$ cat src/rtl/uart_pkg.sv
// Shared definitions for the UART transmit path: FSM state encoding, line levels
// and the stop-bit count (two stop bits when UART_TX_STOP2_EN is defined).
package uart_pkg;

    typedef enum logic [2:0] {
        ST_IDLE   = 3'd0,
        ST_START  = 3'd1,
        ST_DATA   = 3'd2,
        ST_PARITY = 3'd3,
        ST_STOP   = 3'd4
    } uart_state_e;

    localparam logic START_BIT  = 1'b0;
    localparam logic STOP_BIT   = 1'b1;
    localparam logic IDLE_LEVEL = 1'b1;

`ifdef UART_TX_STOP2_EN
    localparam int unsigned STOP_BITS = 2;
`else
    localparam int unsigned STOP_BITS = 1;
`endif

    // Counter width for a count of 0..n-1; never narrower than one bit.
    function automatic int cnt_width(input int n);
        return (n > 1) ? $clog2(n) : 1;
    endfunction

endpackage

$ cat src/rtl/uart_tx_serializer.sv
// Load-enabled right-shift register with a bit counter that flags the last data bit.
// bit_o always presents the LSB still waiting to go out on the line.
module uart_tx_serializer
    import uart_pkg::*;
#(
    parameter int DATA_WIDTH = 8
) (
    input  logic                  clk_i,
    input  logic                  rst_ni,
    input  logic                  load_i,
    input  logic [DATA_WIDTH-1:0] data_i,
    input  logic                  shift_i,
    input  logic                  cnt_en_i,
    output logic                  bit_o,
    output logic                  last_o
);

    localparam int CW = cnt_width(DATA_WIDTH);
    localparam logic [CW-1:0] LAST_CNT = CW'(DATA_WIDTH - 1);

    logic [DATA_WIDTH-1:0] shift_q;
    logic [CW-1:0]         cnt_q;

    always_ff @(posedge clk_i or negedge rst_ni) begin
        if (!rst_ni) begin
            shift_q <= '0;
            cnt_q   <= '0;
        end else begin
            if (load_i) begin
                shift_q <= data_i;
            end else if (shift_i) begin
                shift_q <= {1'b0, shift_q[DATA_WIDTH-1:1]};
            end
            // Counter tracks the bit currently on the line while in DATA.
            if (cnt_en_i) begin
                cnt_q <= (cnt_q == LAST_CNT) ? '0 : cnt_q + CW'(1);
            end else begin
                cnt_q <= '0;
            end
        end
    end

    assign bit_o  = shift_q[0];
    assign last_o = (cnt_q == LAST_CNT);

endmodule

$ cat src/rtl/uart_tx_ctrl.sv
// UART transmit controller: valid/busy accept, parity capture, frame FSM and
// registered line driver. Define UART_TX_STOP2_EN for two stop bits.
//
// Handshake: a word is taken on any rising edge where Data_Valid is high and
// Busy is low; Data_Valid while Busy is high is dropped without any side effect.
module uart_tx_ctrl
    import uart_pkg::*;
#(
    parameter int DATA_WIDTH = 8
) (
    input  logic                  CLK,
    input  logic                  RST,
    input  logic [DATA_WIDTH-1:0] P_DATA,
    input  logic                  Data_Valid,
    input  logic                  PAR_EN,
    input  logic                  PARITY_BIT,
    output logic                  TX_OUT,
    output logic                  Busy,
    output uart_state_e           dbg_state_o
);

    uart_state_e state_q, state_d;
    logic        tx_q;
    logic        busy_q;
    logic        par_q;
    logic        par_en_q;
    logic        accept;
    logic        ser_bit;
    logic        ser_last;
    logic        stop_last;

    assign accept = Data_Valid && !busy_q;

`ifdef UART_TX_STOP2_EN
    logic stop_cnt_q;

    always_ff @(posedge CLK or negedge RST) begin
        if (!RST) begin
            stop_cnt_q <= 1'b0;
        end else begin
            stop_cnt_q <= (state_q == ST_STOP) && (state_d == ST_STOP);
        end
    end

    assign stop_last = stop_cnt_q;
`else
    assign stop_last = 1'b1;
`endif

    always_comb begin
        state_d = state_q;
        case (state_q)
            ST_IDLE:   if (accept) state_d = ST_START;
            ST_START:  state_d = ST_DATA;
            ST_DATA:   if (ser_last) state_d = par_en_q ? ST_PARITY : ST_STOP;
            ST_PARITY: state_d = ST_STOP;
            ST_STOP: begin
                if (stop_last) state_d = accept ? ST_START : ST_IDLE;
            end
            default:   state_d = ST_IDLE;
        endcase
    end

    uart_tx_serializer #(
        .DATA_WIDTH (DATA_WIDTH)
    ) u_serializer (
        .clk_i    (CLK),
        .rst_ni   (RST),
        .load_i   (accept),
        .data_i   (P_DATA),
        .shift_i  (state_d == ST_DATA),
        .cnt_en_i (state_q == ST_DATA),
        .bit_o    (ser_bit),
        .last_o   (ser_last)
    );

    // Outputs are registered from the next state so they line up with state_q.
    always_ff @(posedge CLK or negedge RST) begin
        if (!RST) begin
            state_q  <= ST_IDLE;
            tx_q     <= IDLE_LEVEL;
            busy_q   <= 1'b0;
            par_q    <= 1'b0;
            par_en_q <= 1'b0;
        end else begin
            state_q <= state_d;
            if (accept) begin
                par_q    <= PARITY_BIT;
                par_en_q <= PAR_EN;
            end
            case (state_d)
                ST_START: begin
                    tx_q   <= START_BIT;
                    busy_q <= 1'b1;
                end
                ST_DATA: begin
                    tx_q   <= ser_bit;
                    busy_q <= 1'b1;
                end
                ST_PARITY: begin
                    tx_q   <= par_q;
                    busy_q <= 1'b1;
                end
                ST_STOP: begin
                    // Busy falls in the final stop cycle so the next word can be taken.
                    tx_q   <= STOP_BIT;
                    busy_q <= (STOP_BITS > 1) && (state_q != ST_STOP);
                end
                default: begin
                    tx_q   <= IDLE_LEVEL;
                    busy_q <= 1'b0;
                end
            endcase
        end
    end

    assign TX_OUT      = tx_q;
    assign Busy        = busy_q;
    assign dbg_state_o = state_q;

endmodule

$ cat config.mk
export PLATFORM = sky130hd
export DESIGN_NAME = uart_tx_ctrl
export DESIGN_NICKNAME = d
export VERILOG_FILES = /design/src/rtl/uart_pkg.sv /design/src/rtl/uart_tx_serializer.sv /design/src/rtl/uart_tx_ctrl.sv
export SDC_FILE = /design/constraint.sdc
export NUM_CORES = 1
export LEC_CHECK = 0
export CAP_MARGIN = 30
export CORE_AREA = 2 2 44 46
export DETAILED_ROUTE_END_ITERATION = 8
export DIE_AREA = 0 0 46 48
export PLACE_DENSITY = 0.86
export SYNTH_ARGS = -nofsm -noshare
export SYNTH_HDL_FRONTEND = slang
export SYNTH_HIERARCHICAL = 1
export SYNTH_SLANG_ARGS = --single-unit
$ cat constraint.sdc
create_clock -name CLK -period 4.31 [get_ports CLK]
set_input_delay 0.862 -clock CLK [delete_from_list [all_inputs] [get_ports CLK]]
set_output_delay 0.862 -clock CLK [all_outputs]
set_load 0.01 [all_outputs]
### After elaboration in Yosys (flattened, before gate mapping)

Cells that the tools add are included.

| storage, ports and cells | value |
|---|---|
| register bits after elaboration | 18 |
| input bits | 13 |
| output and inout bits | 5 |
| logic and storage cells | 32 |

| cells by class | value |
|---|---|
| add/sub/neg operators | 1 |
| equal/unequal tests | 8 |
| multiplexer cells | 11 |
| reductions and logical operators | 5 |

Operators with widths:

| cell | number |
|---|---|
| $mux W8 | 2 |
| $mux W3 | 5 |
| $pmux W3 S5 | 1 |
| $eq A3 B2 Y1 const B | 4 |
| $eq A3 B1 Y1 const B | 2 |
| $eq A3 B3 Y1 const B | 2 |
| $add A3 B1 Y3 const B | 1 |
| $logic_not A3 Y1 | 1 |
| $pmux W1 S3 | 1 |
| $reduce_or A3 Y1 | 1 |
| $mux W1 | 2 |
| $reduce_bool A2 Y1 | 1 |
| $logic_and A1 B1 Y1 | 1 |
| $logic_not A1 Y1 | 1 |

### Logic depth before layout (Yosys ltp)

Gate-level depths: netlist (run 1).

| logic depth | value |
|---|---|
| depth in word-level cells | 7 |
| mapped depth | 7 |
| gate-level depth less buffers | 6 |

### Modules after synthesis

The synthesis (run 1) kept the hierarchy.

By module, submodules not included:

| module | times used | cells each | area an instance (µm²) | seq. area each (µm²) |
|---|---|---|---|---|
| uart_tx_serializer | 1 | 42 | 489.2 | 275.3 |
| uart_tx_ctrl | 1 | 34 | 332.8 | 176.4 |

### Least setup slack after synthesis (run 1)

No wires, ideal clock.

| timing | value |
|---|---|
| path type | register to register |
| start point | reg u_serializer.cnt_q[0] |
| end point | reg u_serializer.shift_q[0] |
| setup time | 127 ps |
| arrival | 1,719 ps |
| required time | 4,183 ps |
| slack | 2,464 ps |
| cell stages (with the launch flop) | 8 |
| clock period less this slack | 1,846 ps |
| cells stage by stage | dfrtp_1 -> ha_1 -> ha_1 -> or3b_1 -> a21oi_1 -> buf_6 -> mux2i_1 -> o21ai_1 |

| on the way | value |
|---|---|
| longest elaborated chain between the ends | 5 |

RTL lines:

| item | RTL line | RTL |
|---|---|---|
| from (decl) | uart_tx_serializer.sv:22 | `logic [CW-1:0] cnt_q;` |
| from (signal assigned) | uart_tx_serializer.sv:36 | `cnt_q <= (cnt_q == LAST_CNT) ? '0 : cnt_q + CW'(1);` |
| $eq A3 B3 Y1 | uart_tx_serializer.sv:44 | `assign last_o = (cnt_q == LAST_CNT);` |
| named net ser_last | uart_tx_ctrl.sv:29 | `logic ser_last;` |
| $mux W3 | uart_tx_ctrl.sv:55 | `ST_DATA: if (ser_last) state_d = par_en_q ? ST_PARITY : ST_STOP;` |
| $pmux W3 S5 | uart_tx_ctrl.sv:52 | `case (state_q)` |
| $eq A3 B2 Y1 | uart_tx_ctrl.sv:71 | `.shift_i (state_d == ST_DATA),` |
| $reduce_bool A2 Y1 (no source line) | - |  |
| to (signal assigned) | uart_tx_serializer.sv:30 | `shift_q <= data_i;` |
| to (signal assigned) | uart_tx_serializer.sv:32 | `shift_q <= {1'b0, shift_q[DATA_WIDTH-1:1]};` |
| to (decl) | uart_tx_serializer.sv:21 | `logic [DATA_WIDTH-1:0] shift_q;` |

The timed path passes the listed nets, and every way through them passes these cells.
A chain may end at the register's enable or synchronous reset.

### Worst setup path in the final report (run 1)

| timing | value |
|---|---|
| start point | reg u_serializer.cnt_q[0] |
| end point | reg u_serializer.shift_q[1] |

Same word-level chain as after synthesis.

==> out/metrics.yaml, run 1 <==
pwr:
  switching_share_pct: 34.2
  p_int_mw: 0.432
  ir_drop_uv: 300
  p_leak_nw: 0.463
  netSwitchingPower_mw: 0.224
  powerDensity_nw_per_um2: 642
  pwr-share-clk_pct: 15.4
  seqPwrFrac_pct: 45.1
  p_comb_share_pct: 39.5
sta:
  worst_pin_slew_ns: 0.843
  rsz0062_at_grt: "false"
  drv_slew: 0
  finalHoldViolCount: 0
  post-route-min-period_ns: 2.40
  fin_skew_ns: 0.00493
  finalCritPeriodShare_pct: 55.7
  setup_ws_ns: 1.91
  fmax_mhz: 416
  setup_viol: 0
  slew_headroom_pct: 43.8
  setup_tns_ns: 0
finish:
  syn2layout_area_growth_pct: 24.4
  fin_cells: 111
  layout-drive-gt1-share_pct: 6.38
  nets: 110
  utilization_pct: 60.5
  num_antenna_cells: 0
  fill_cells: 145
global_routing:
  antenna_found_initial: 0
  track_usage_pct: 16.2
  grt_pass1_vias: 555
  grt_max_degree: 19
  gr-total-overflow: 0
  grt_pass1_wl_um: 2420
cts:
  cts.clk_slew.worst_paths_ns: 0.10
  hold_buffers: 0
  numCtsBuffers: 3
  ctsRootBufferMaster: "clkbuf_4"
  cts_max_level: 1
  clock-sinks: 18
  post_cts_buffers: 0
  cts.repair.resized: 0
  cts_tree: "built"
  clockBufferDepth: 2
  insertion_delay_ns: 0.29
yosys:
  syn_inst: 76
  yosysWarnings: 6
  yosysSeqAreaShare_pct: 54.9
  netlist_area_um2: 822
  syn_area_per_cell_um2: 10.8
  ys_types: 25
  synth.ff_latch_count: 18
  synth_nets: 91
setup_path:
  r2r-end: "u_serializer/shift_q[1]$_DFFE_PN0P_"
  rr_worst_depth: 6
  start_kind: "register"
  path_cells: "ha_1 > ha_1 > or3b_1 > a21oi_1 > mux2i_1 > o21ai_1"
  critical_path_arrival_ns: 2.57
  critPathKind: "reg2reg"
  cpPeakStageDelay_ns: 0.70
  cp_max_fo: 8
  crit_required_ns: 4.48
  crit_top_cell: "ha_1"
  crit_path_end_kind: "register"
  r2r_slack_ns: 1.91
  crit_slowest_cell: "a21oi_1"
  rr_startpoint: "u_serializer/cnt_q[0]$_DFF_PN0_"
routing:
  drt-initial-drc-count: 15
  wl_per_cell_um: 12.9
  drc: 0
  wl_um: 1440
  via_count: 601
  post_drt_via_cell_ratio: 5.41
  ant_nets: 0
  drtPass1Iterations: 4
run_status:
  status: "complete, no violations"
floorplanning:
  die_height_um: 48
  num_rows: 15
  dieWidth_um: 46
  die_area_um2: 2210
  start_util_pct: 48.7
  ios: 18
  core_area_um2: 1690
min_path:
  holdPathStages: 1
  min_to: "u_serializer/cnt_q[0]$_DFF_PN0_"
  min_from: "u_serializer/cnt_q[0]$_DFF_PN0_"
  hp-class: "reg2reg"
place:
  place_inst: 107
  portBuffers: 17
  pre_cts_slack_ns: 1.95
  place_hpwl_um: 1060
  place_congestion: 0.765
flow_run:
  max-cap-violations: 0
## cell families after synthesis
| kind of cell | Yosys count | share of synthesized area [%] |
|---|---|---|
| fa+ha+maj | 2 | 3.04 |
| flops | 18 | 54.9 |
| simple gates | 31 | 19.3 |
| mux | 7 | 8.52 |
| compound gates | 14 | 10.3 |
| buf+inv | 4 | 3.80 |
## state kept, by name, summed over array words and instances, names as in the netlist
register and count:
dbg_state_o 3, u_serializer/cnt_q 3, Busy 1, u_serializer/shift_q 8, par_q 1, par_en_q 1
TX_OUT 1
## area by class of cell
class | instances | area (µm²) | area share (%)
clock buffers | 4 | 36.3 | 3.55
inverters | 1 | 3.75 | 0.367
multi-input cells | 54 | 339 | 33.2
flip-flops and latches | 18 | 452 | 44.2
well taps | 17 | 21.3 | 2.08
repair buffers | 17 | 170 | 16.6
## layer usage
metal / GRT usage [%] / wire [µm] / part of all wire [%] / up-vias
li1: - / - / - / 294
met1: 18.7 / 646 / 45 / 289
met2: 27.2 / 714 / 50 / 16
met3: 2.26 / 57 / 4.0 / 2
met4: 12.0 / 19 / 1.3 / 0
met5: 0 / 0 / 0 / -
## synthesized netlist by cell type, drive strengths merged
library cell	instances	area share, %
nand4b	1	1.1
nand2b	3	2.3
nand2	14	6.4
o21bai	1	0.91
dfstp	1	3.2
nor2	3	1.4
nor3	1	0.61
o21a	1	0.91
o21ai	9	5.5
dfrtp	17	52
a211oi	2	2.4
and2	2	1.5
nor4	1	0.76
ha	2	3.0
or2b	1	0.91
a21oi	1	0.61
inv	1	0.46
buf	2	2.7
clkbuf	1	0.61
mux2i	7	8.5
or3b	1	1.1
nor3b	2	1.8
nor2b	2	1.5
## through the flow
step	area [µm²]	power, mW	hold WS (ns)
CTS	1020	0.665	0.447
global route	1020	0.710	0.492
finish	1020	0.656	0.461
detailed placement	986	0.561	0.434
global placement	986	0.545	0.421
floorplan	822	0.485	0.414
## layout by cell type (no fill, tap or decap), drive strengths merged
cell type      Yosys  final
dfstp              1      1
nor2               3      3
inv                1      1
nor3b              2      2
nand2             14     14
or2b               1      1
nand2b             3      3
a21oi              1      1
o21a               1      1
o21ai              9      9
and2               2      2
ha                 2      2
o21bai             1      1
nor3               1      1
a211oi             2      2
clkdlybuf4s50      0     17
nor2b              2      2
dfrtp             17     17
nor4               1      1
or3b               1      1
nand4b             1      1
mux2i              7      7
clkbuf             1      4
## worst max-delay path: cells and delay by family, from the launching register on
family	cells	cell delay (ns)
flops	1	0.40
mux	1	0.27
fa+ha+maj	2	0.43
simple gates	1	0.42
compound gates	2	0.77
## power groups by stage
stage / sequential (mW) / clock (mW) / combinational, mW
after floorplan: 0.290 / 0 / 0.195
after global placement: 0.293 / 0 / 0.252
after detailed placement: 0.300 / 0 / 0.261
after CTS: 0.297 / 0.106 / 0.262
after global routing: 0.306 / 0.112 / 0.292
final: 0.296 / 0.101 / 0.259
## worst max-delay path by stage
stage | startpoint | end | depth (start not counted)
2_1_floorplan | u_serializer/cnt_q[0]$_DFF_PN0_ | u_serializer/shift_q[0]$_DFFE_PN0P_ | 7
3_3_place_gp | u_serializer/cnt_q[0]$_DFF_PN0_ | u_serializer/shift_q[0]$_DFFE_PN0P_ | 6
3_5_place_dp | u_serializer/cnt_q[0]$_DFF_PN0_ | u_serializer/shift_q[0]$_DFFE_PN0P_ | 6
4_1_cts | u_serializer/cnt_q[0]$_DFF_PN0_ | u_serializer/shift_q[0]$_DFFE_PN0P_ | 6
5_1_grt | u_serializer/cnt_q[0]$_DFF_PN0_ | u_serializer/shift_q[3]$_DFFE_PN0P_ | 6
6_report | u_serializer/cnt_q[0]$_DFF_PN0_ | u_serializer/shift_q[1]$_DFFE_PN0P_ | 6
Power figures use the tool's default switching activity.
==> inputs of run 2 (changes only) <==
--- a/config.mk
+++ b/config.mk
@@ -6,10 +6,10 @@
 export NUM_CORES = 1
 export LEC_CHECK = 0
 export CAP_MARGIN = 30
-export CORE_AREA = 2 2 44 46
+export CORE_AREA = 2 2 45 47
 export DETAILED_ROUTE_END_ITERATION = 8
-export DIE_AREA = 0 0 46 48
-export PLACE_DENSITY = 0.86
+export DIE_AREA = 0 0 47 49
+export PLACE_DENSITY = 0.83
 export SYNTH_ARGS = -nofsm -noshare
 export SYNTH_HDL_FRONTEND = slang
 export SYNTH_HIERARCHICAL = 1
==> constraint.sdc (replaced) <==
create_clock -name CLK -period 2.25 [get_ports CLK]
set_input_delay 0.45 -clock CLK [delete_from_list [all_inputs] [get_ports CLK]]
set_output_delay 0.45 -clock CLK [all_outputs]
set_load 0.01 [all_outputs]
==> run 2 against run 1 <==
Die area is 4.3% higher. Critical endpoint is now u_serializer/shift_q[0]$_DFFE_PN0P_. Sequential cell count did not move. Count of clock-buffer cells in the layout is the same. Wire length decreased by 5.8%. Via count shrank 3.0%. Non-clock buffer count grew 3. First-iteration DRC count shrank 60%.
==> out/metrics.yaml, run 2 (synthesis results as in run 1) <==
cts:
  hold_buffers: 0  # unchanged
  clock-sinks: 18  # unchanged
  cts_max_level: 1  # unchanged
  cts.clk_slew.worst_paths_ns: 0.09  # about the same
  insertion_delay_ns: 0.29  # about the same
  post_cts_buffers: 0  # unchanged
  ctsRootBufferMaster: "clkbuf_4"
  cts_tree: "built"
  numCtsBuffers: 3  # unchanged
  cts.repair.resized: 0  # unchanged
  clockBufferDepth: 2  # unchanged
finish:
  utilization_pct: 57.4  # -3.1 points
  largest-register: "u_serializer/shift_q"
  fill_cells: 167  # +15%
  layout-drive-gt1-share_pct: 9.28  # +2.9 points
  syn2layout_area_growth_pct: 28.6
  ff_latch_area_um2: 452  # unchanged
  largest_reg_flops: 8  # unchanged
  num_antenna_cells: 0  # unchanged
  multi_input_area_um2: 339  # unchanged
  nets: 113  # +2.7%
  fin_cells: 124  # +12%
  layout_common_cells: "dfrtp_1 (17), clkdlybuf4s50_1 (17), nand2_1 (14), mux2i_1 (7), o21ai_1 (7)"
sta:
  finalCritPeriodShare_pct: 87.2  # +31 points
  finalHoldViolCount: 0  # unchanged
  slew_headroom_pct: 80.2  # +36 points
  fmax_mhz: 510  # +22%
  worst_pin_slew_ns: 0.297  # -0.547 ns
  rsz0062_at_grt: "false"
  setup_viol: 0  # unchanged
  drv_slew: 0  # unchanged
  setup_tns_ns: 0  # unchanged
  setup_ws_ns: 0.289  # -1.62 ns
  post-route-min-period_ns: 1.96  # -0.440 ns
  fin_skew_ns: 0.00298  # -0.00194 ns
routing:
  wl_per_cell_um: 10.9  # -16%
  via_count: 583  # -3.0%
  drtPass1Iterations: 4  # unchanged
  drt-initial-drc-count: 6  # -9
  post_drt_via_cell_ratio: 4.70  # -13%
  wl_um: 1350  # -5.8%
  drc: 0  # unchanged
  ant_nets: 0  # unchanged
place:
  pre_cts_slack_ns: 0.284  # -1.66 ns
  place_hpwl_um: 1050  # -1.3%
  portBuffers: 17  # unchanged
  place_inst: 120  # +12%
  place_congestion: 0.781  # +2.1%
global_routing:
  busiest_layer: "met2"
  track_usage_pct: 15.0  # -1.2 points
  gr-total-overflow: 0  # unchanged
  met3_usage_pct: 4.44  # +2.2 points
  grt_max_degree: 19  # unchanged
  grt_pass1_vias: 609  # +9.7%
  antenna_found_initial: 0  # unchanged
  grtUsageMet1_pct: 19.2  # +0.55 points
  grt_util_met2_pct: 21.0  # -6.2 points
  grt_pass1_wl_um: 2480  # +2.9%
floorplanning:
  die_height_um: 49  # +2.1%
  num_rows: 16  # +1
  core_area_um2: 1840  # +9.0%
  die_area_um2: 2300  # +4.3%
  start_util_pct: 44.6  # -4.0 points
  dieWidth_um: 47  # +2.2%
  ios: 18  # unchanged
setup_path:
  start_kind: "register"
  crit_required_ns: 2.43  # -2.05 ns
  critPathKind: "reg2reg"
  crit_path_end_kind: "register"
  critical_path_arrival_ns: 2.14  # -0.43 ns
  cp_max_fo: 8  # unchanged
pwr:
  total_power_mw: 1.28  # +94%
  seqPwrFrac_pct: 43.9  # -1.2 points
  p_comb_share_pct: 40.9  # +1.4 points
  switching_share_pct: 33.6  # -0.55 points
  p_int_mw: 0.846  # +96%
  ir_drop_uv: 567  # +89%
  netSwitchingPower_mw: 0.429  # +91%
  p_leak_nw: 0.478  # +3.2%
  pwr-share-clk_pct: 15.2  # -0.2 points
  powerDensity_nw_per_um2: 1210  # +88%
min_path:
  hp-class: "reg2reg"
flow_run:
  max-cap-violations: 0  # unchanged
run_status:
  status: "complete, no violations"
[run 2: power groups by stage]
stage	sequential (mW)	clock [mW]	combinational (mW)
2_1_floorplan	0.556	0	0.373
3_5_place_dp	0.567	0	0.525
5_1_grt	0.585	0.218	0.585
6_report	0.560	0.194	0.522
4_1_cts	0.561	0.201	0.527
3_3_place_gp	0.563	0	0.509
[run 2: final timing paths]
kind,end,slack (ns),from,cells past startpoint
max,u_serializer/shift_q[0]$_DFFE_PN0P_,0.29,u_serializer/cnt_q[0]$_DFF_PN0_,7
min,u_serializer/cnt_q[0]$_DFF_PN0_,0.44,u_serializer/cnt_q[0]$_DFF_PN0_,1
min reg2reg,u_serializer/cnt_q[0]$_DFF_PN0_,0.44,u_serializer/cnt_q[0]$_DFF_PN0_,1
max reg2reg,u_serializer/shift_q[0]$_DFFE_PN0P_,0.29,u_serializer/cnt_q[0]$_DFF_PN0_,7
max in group asynchronous,TX_OUT$_DFF_PN1_,1.54,RST,2
min in group asynchronous,dbg_state_o[2]$_DFF_PN0_,0.46,RST,2
[run 2: area by class of cell]
class,instances,area share (%)
multi-input combinational,54,32.1
inverter,1,0.355
clock buffer,4,3.43
sequential,18,42.7
tap,27,3.20
timing repair buffer,20,18.2
[run 2: per-stage QoR]
step / instance area [µm²] / hold slack (ns)
after floorplan: 822 / 0.154
after global placement: 1020 / 0.423
after detailed placement: 1020 / 0.432
after CTS: 1060 / 0.445
after global routing: 1060 / 0.467
final: 1060 / 0.444
[run 2: metal layers]
metal / vias to the layer above / part of all wire (%)
met5: - / 0
met3: 5 / 4.3
met1: 261 / 47
li1: 301 / -
met4: 0 / 3.0
met2: 16 / 46
[run 2: critical path, cell delays in order, from the launching register on]
cell	delay, ns
dfrtp_1	0.39
ha_1	0.20
ha_1	0.22
or3b_1	0.41
a21oi_1	0.15
buf_4	0.20
mux2i_1	0.20
o21ai_1	0.07
==> patch (settings of run 2) <==
`DATA_WIDTH` is set to 8 in 2 places; all go to 6.
--- a/src/rtl/uart_tx_serializer.sv
+++ b/src/rtl/uart_tx_serializer.sv
@@ -3,7 +3,7 @@
 module uart_tx_serializer
     import uart_pkg::*;
 #(
-    parameter int DATA_WIDTH = 8
+    parameter int DATA_WIDTH = 6
 ) (
     input  logic                  clk_i,
     input  logic                  rst_ni,
--- a/src/rtl/uart_tx_ctrl.sv
+++ b/src/rtl/uart_tx_ctrl.sv
@@ -6,7 +6,7 @@
 module uart_tx_ctrl
     import uart_pkg::*;
 #(
-    parameter int DATA_WIDTH = 8
+    parameter int DATA_WIDTH = 6
 ) (
     input  logic                  CLK,
     input  logic                  RST,
Interface: changed (resized P_DATA); port bits go from 18 to 16. No check against the original RTL was run, so the function may have changed too.
==> patch against run 2 <==
  * Setup slack gained 0.13 ns
  * Area after synthesis shrank 11%
  * Sequential cell count shrank 2
  * Synthesized cell count shrank 5.3%
  * Power shrank 12%
  * Wire length grew 0.59%
  * First-iteration DRC count shrank 83%
  * Critical path depth shrank 1
  * Sequential power shrank 8.9%
  * Utilization shrank 6.5 points
  * Clock skew is essentially flat
  * Design area shrank 11%
  * Via count shrank 2.1%
==> patch: results (changes against run 2) <==
| Group | Result | Value | vs run 2 |
|---|---|---|---|
| outcome | Result of the run | complete, no violations | unchanged |
| timing | Clock Skews | 0.00319 ns | was 0.00298 ns |
| global routing | Via count of the first global-routing pass | 523 | was 609 |
| drt | Violation count after the first detailed-route iteration | 1 | was 6 |
| synthesis | Number of nets in the synthesized netlist | 83 | was 91 |
| clocking | CTS buffer count | 3 | unchanged |
| synthesis | Library cells used by synthesis | 26 | was 25 |
| finish | Fillcell total | 191 | was 167 |
| drt | Total wirelength of the detailed-routed design | 1360 um | was 1350 um |
| placed design | Routability Congestion | 0.850 | was 0.781 |
| drt | Drt pass-1 iters | 2 | was 4 |
| global routing | Maximum number of pins on one net before global-route repair | 17 | was 19 |
| finish | Flip-flop count of the largest register, all copies and words added | 6 | was 8 |
| placed design | I/O Buffers | 15 | was 17 |
| timing | Headroom to the max-slew limit | 52.4% | was 80.2% |
| power and ir drop | Max VDD drop | 0.471 mV | was 0.567 mV |
| worst setup path | Crit Path Max Fanout | 6 | was 8 |
| power and ir drop | Switching power summed over all nets | 393 uW | was 429 uW |
| timing | Post-layout minimum cycle time | 1.84 ns | was 1.96 ns |
| worst setup path | CP arrival | 1.99 ns | was 2.14 ns |
| drt | Average wire length per cell after detail routing | 11.7 um | was 10.9 um |
| synthesis | Share of the yosys chip area belonging to registers | 54.7% | was 54.9% |
| global routing | Global-route wire length before repair | 2210 um | was 2480 um |
| placed design | Cell count after placement | 112 | was 120 |
| finish | Share of final-layout standard cells stronger than drive strength 1 | 7.87% | was 9.28% |
| synthesis | Cells taking the most area after synthesis | sky130_fd_sc_hd__dfrtp_1 (51%), sky130_fd_sc_hd__mux2i_1 (6.8%), sky130_fd_sc_hd__nand2_1 (6.1%) | was sky130_fd_sc_hd__dfrtp_1 (52%), sky130_fd_sc_hd__mux2i_1 (8.5%), sky130_fd_sc_hd__nand2_1 (6.4%) |
| drt | Total vias in the final route | 571 | was 583 |
| power and ir drop | Static power due to leakage | 0.405 nW | was 0.478 nW |
| placed design | Detailed placement HPWL | 1030 um | was 1050 um |
| synthesis | Post-synth top cells | sky130_fd_sc_hd__dfrtp_1 (15), sky130_fd_sc_hd__nand2_1 (12), sky130_fd_sc_hd__o21ai_0 (7) | was sky130_fd_sc_hd__dfrtp_1 (17), sky130_fd_sc_hd__nand2_1 (14), sky130_fd_sc_hd__mux2i_1 (7), sky130_fd_sc_hd__o21ai_1 (7) |
| finish | Final net count | 101 | was 113 |
| global routing | Global-route usage over all layers | 13.8% | was 15.0% |
| clocking | Worst-Skew Late Latency | 0.28 ns |  |
patch: cell count changes after synthesis, sizes merged, moves of 2 or more:
cell,run 2,this run
dfrtp,17,15
and2,2,0
o21ai,9,7
a21oi,1,3
mux2i,7,5
nand2,14,12
ha,2,0
nand2b,3,5
patch: cell families after synthesis:
family,count (synthesis),share of synthesized area (%)
buf+inv,5,2.89
compound gates,14,12.1
flops,16,54.7
simple gates,32,23.5
mux,5,6.81
patch: final cells by class:
cell class	instances	area share, %
Tap cell	27	3.60
Clock buffer	4	2.80
Sequential cell	16	42.8
Timing Repair Buffer	16	16.8
Multi-Input combinational cell	51	33.2
Inverter	2	0.800
patch: metal layers:
layer  track usage, %  vias up  share of wire, %
met5                0        -                 0
met4             9.72        0               3.1
met3             2.22        4               5.0
met2             22.1       15                50
met1             15.6      271                41
li1                 -      281                 -
patch: final timing paths:
kind,cells past startpoint,startpoint,endpoint
hold / removal,2,par_q,par_q
hold reg to reg,2,par_q,par_q
max in group asynchronous,1,RST,u_serializer/cnt_q[2]
setup / recovery,6,u_serializer/cnt_q[0],u_serializer/shift_q[2]
min in group asynchronous,1,RST,par_q
setup reg to reg,6,u_serializer/cnt_q[0],u_serializer/shift_q[2]
patch: power by group through the flow:
stage,clock [mW],combinational [mW],sequential (mW)
after floorplan,0,0.302,0.500
after global placement,0,0.440,0.505
after detailed placement,0,0.461,0.517
after CTS,0.157,0.462,0.512
after global routing,0.172,0.508,0.528
final,0.151,0.458,0.510
patch: stage by stage:
step	hold WS, ns	power (mW)	utilization (%)	area [um2]
2_1_floorplan	0.154	0.803	-	734
3_3_place_gp	0.473	0.945	49.5	912
3_5_place_dp	0.492	0.978	49.5	912
4_1_cts	0.512	1.13	51.0	938
5_1_grt	0.533	1.21	51.0	938
6_report	0.506	1.12	51.0	938
patch: critical path, cell delays in order, from the launching register on:
cell                      delay [ns]
sky130_fd_sc_hd__dfrtp_1        0.42
sky130_fd_sc_hd__and3b_1        0.21
sky130_fd_sc_hd__or3b_1         0.41
sky130_fd_sc_hd__a21oi_1        0.17
sky130_fd_sc_hd__buf_4          0.18
sky130_fd_sc_hd__mux2i_1        0.22
sky130_fd_sc_hd__o21ai_0        0.10
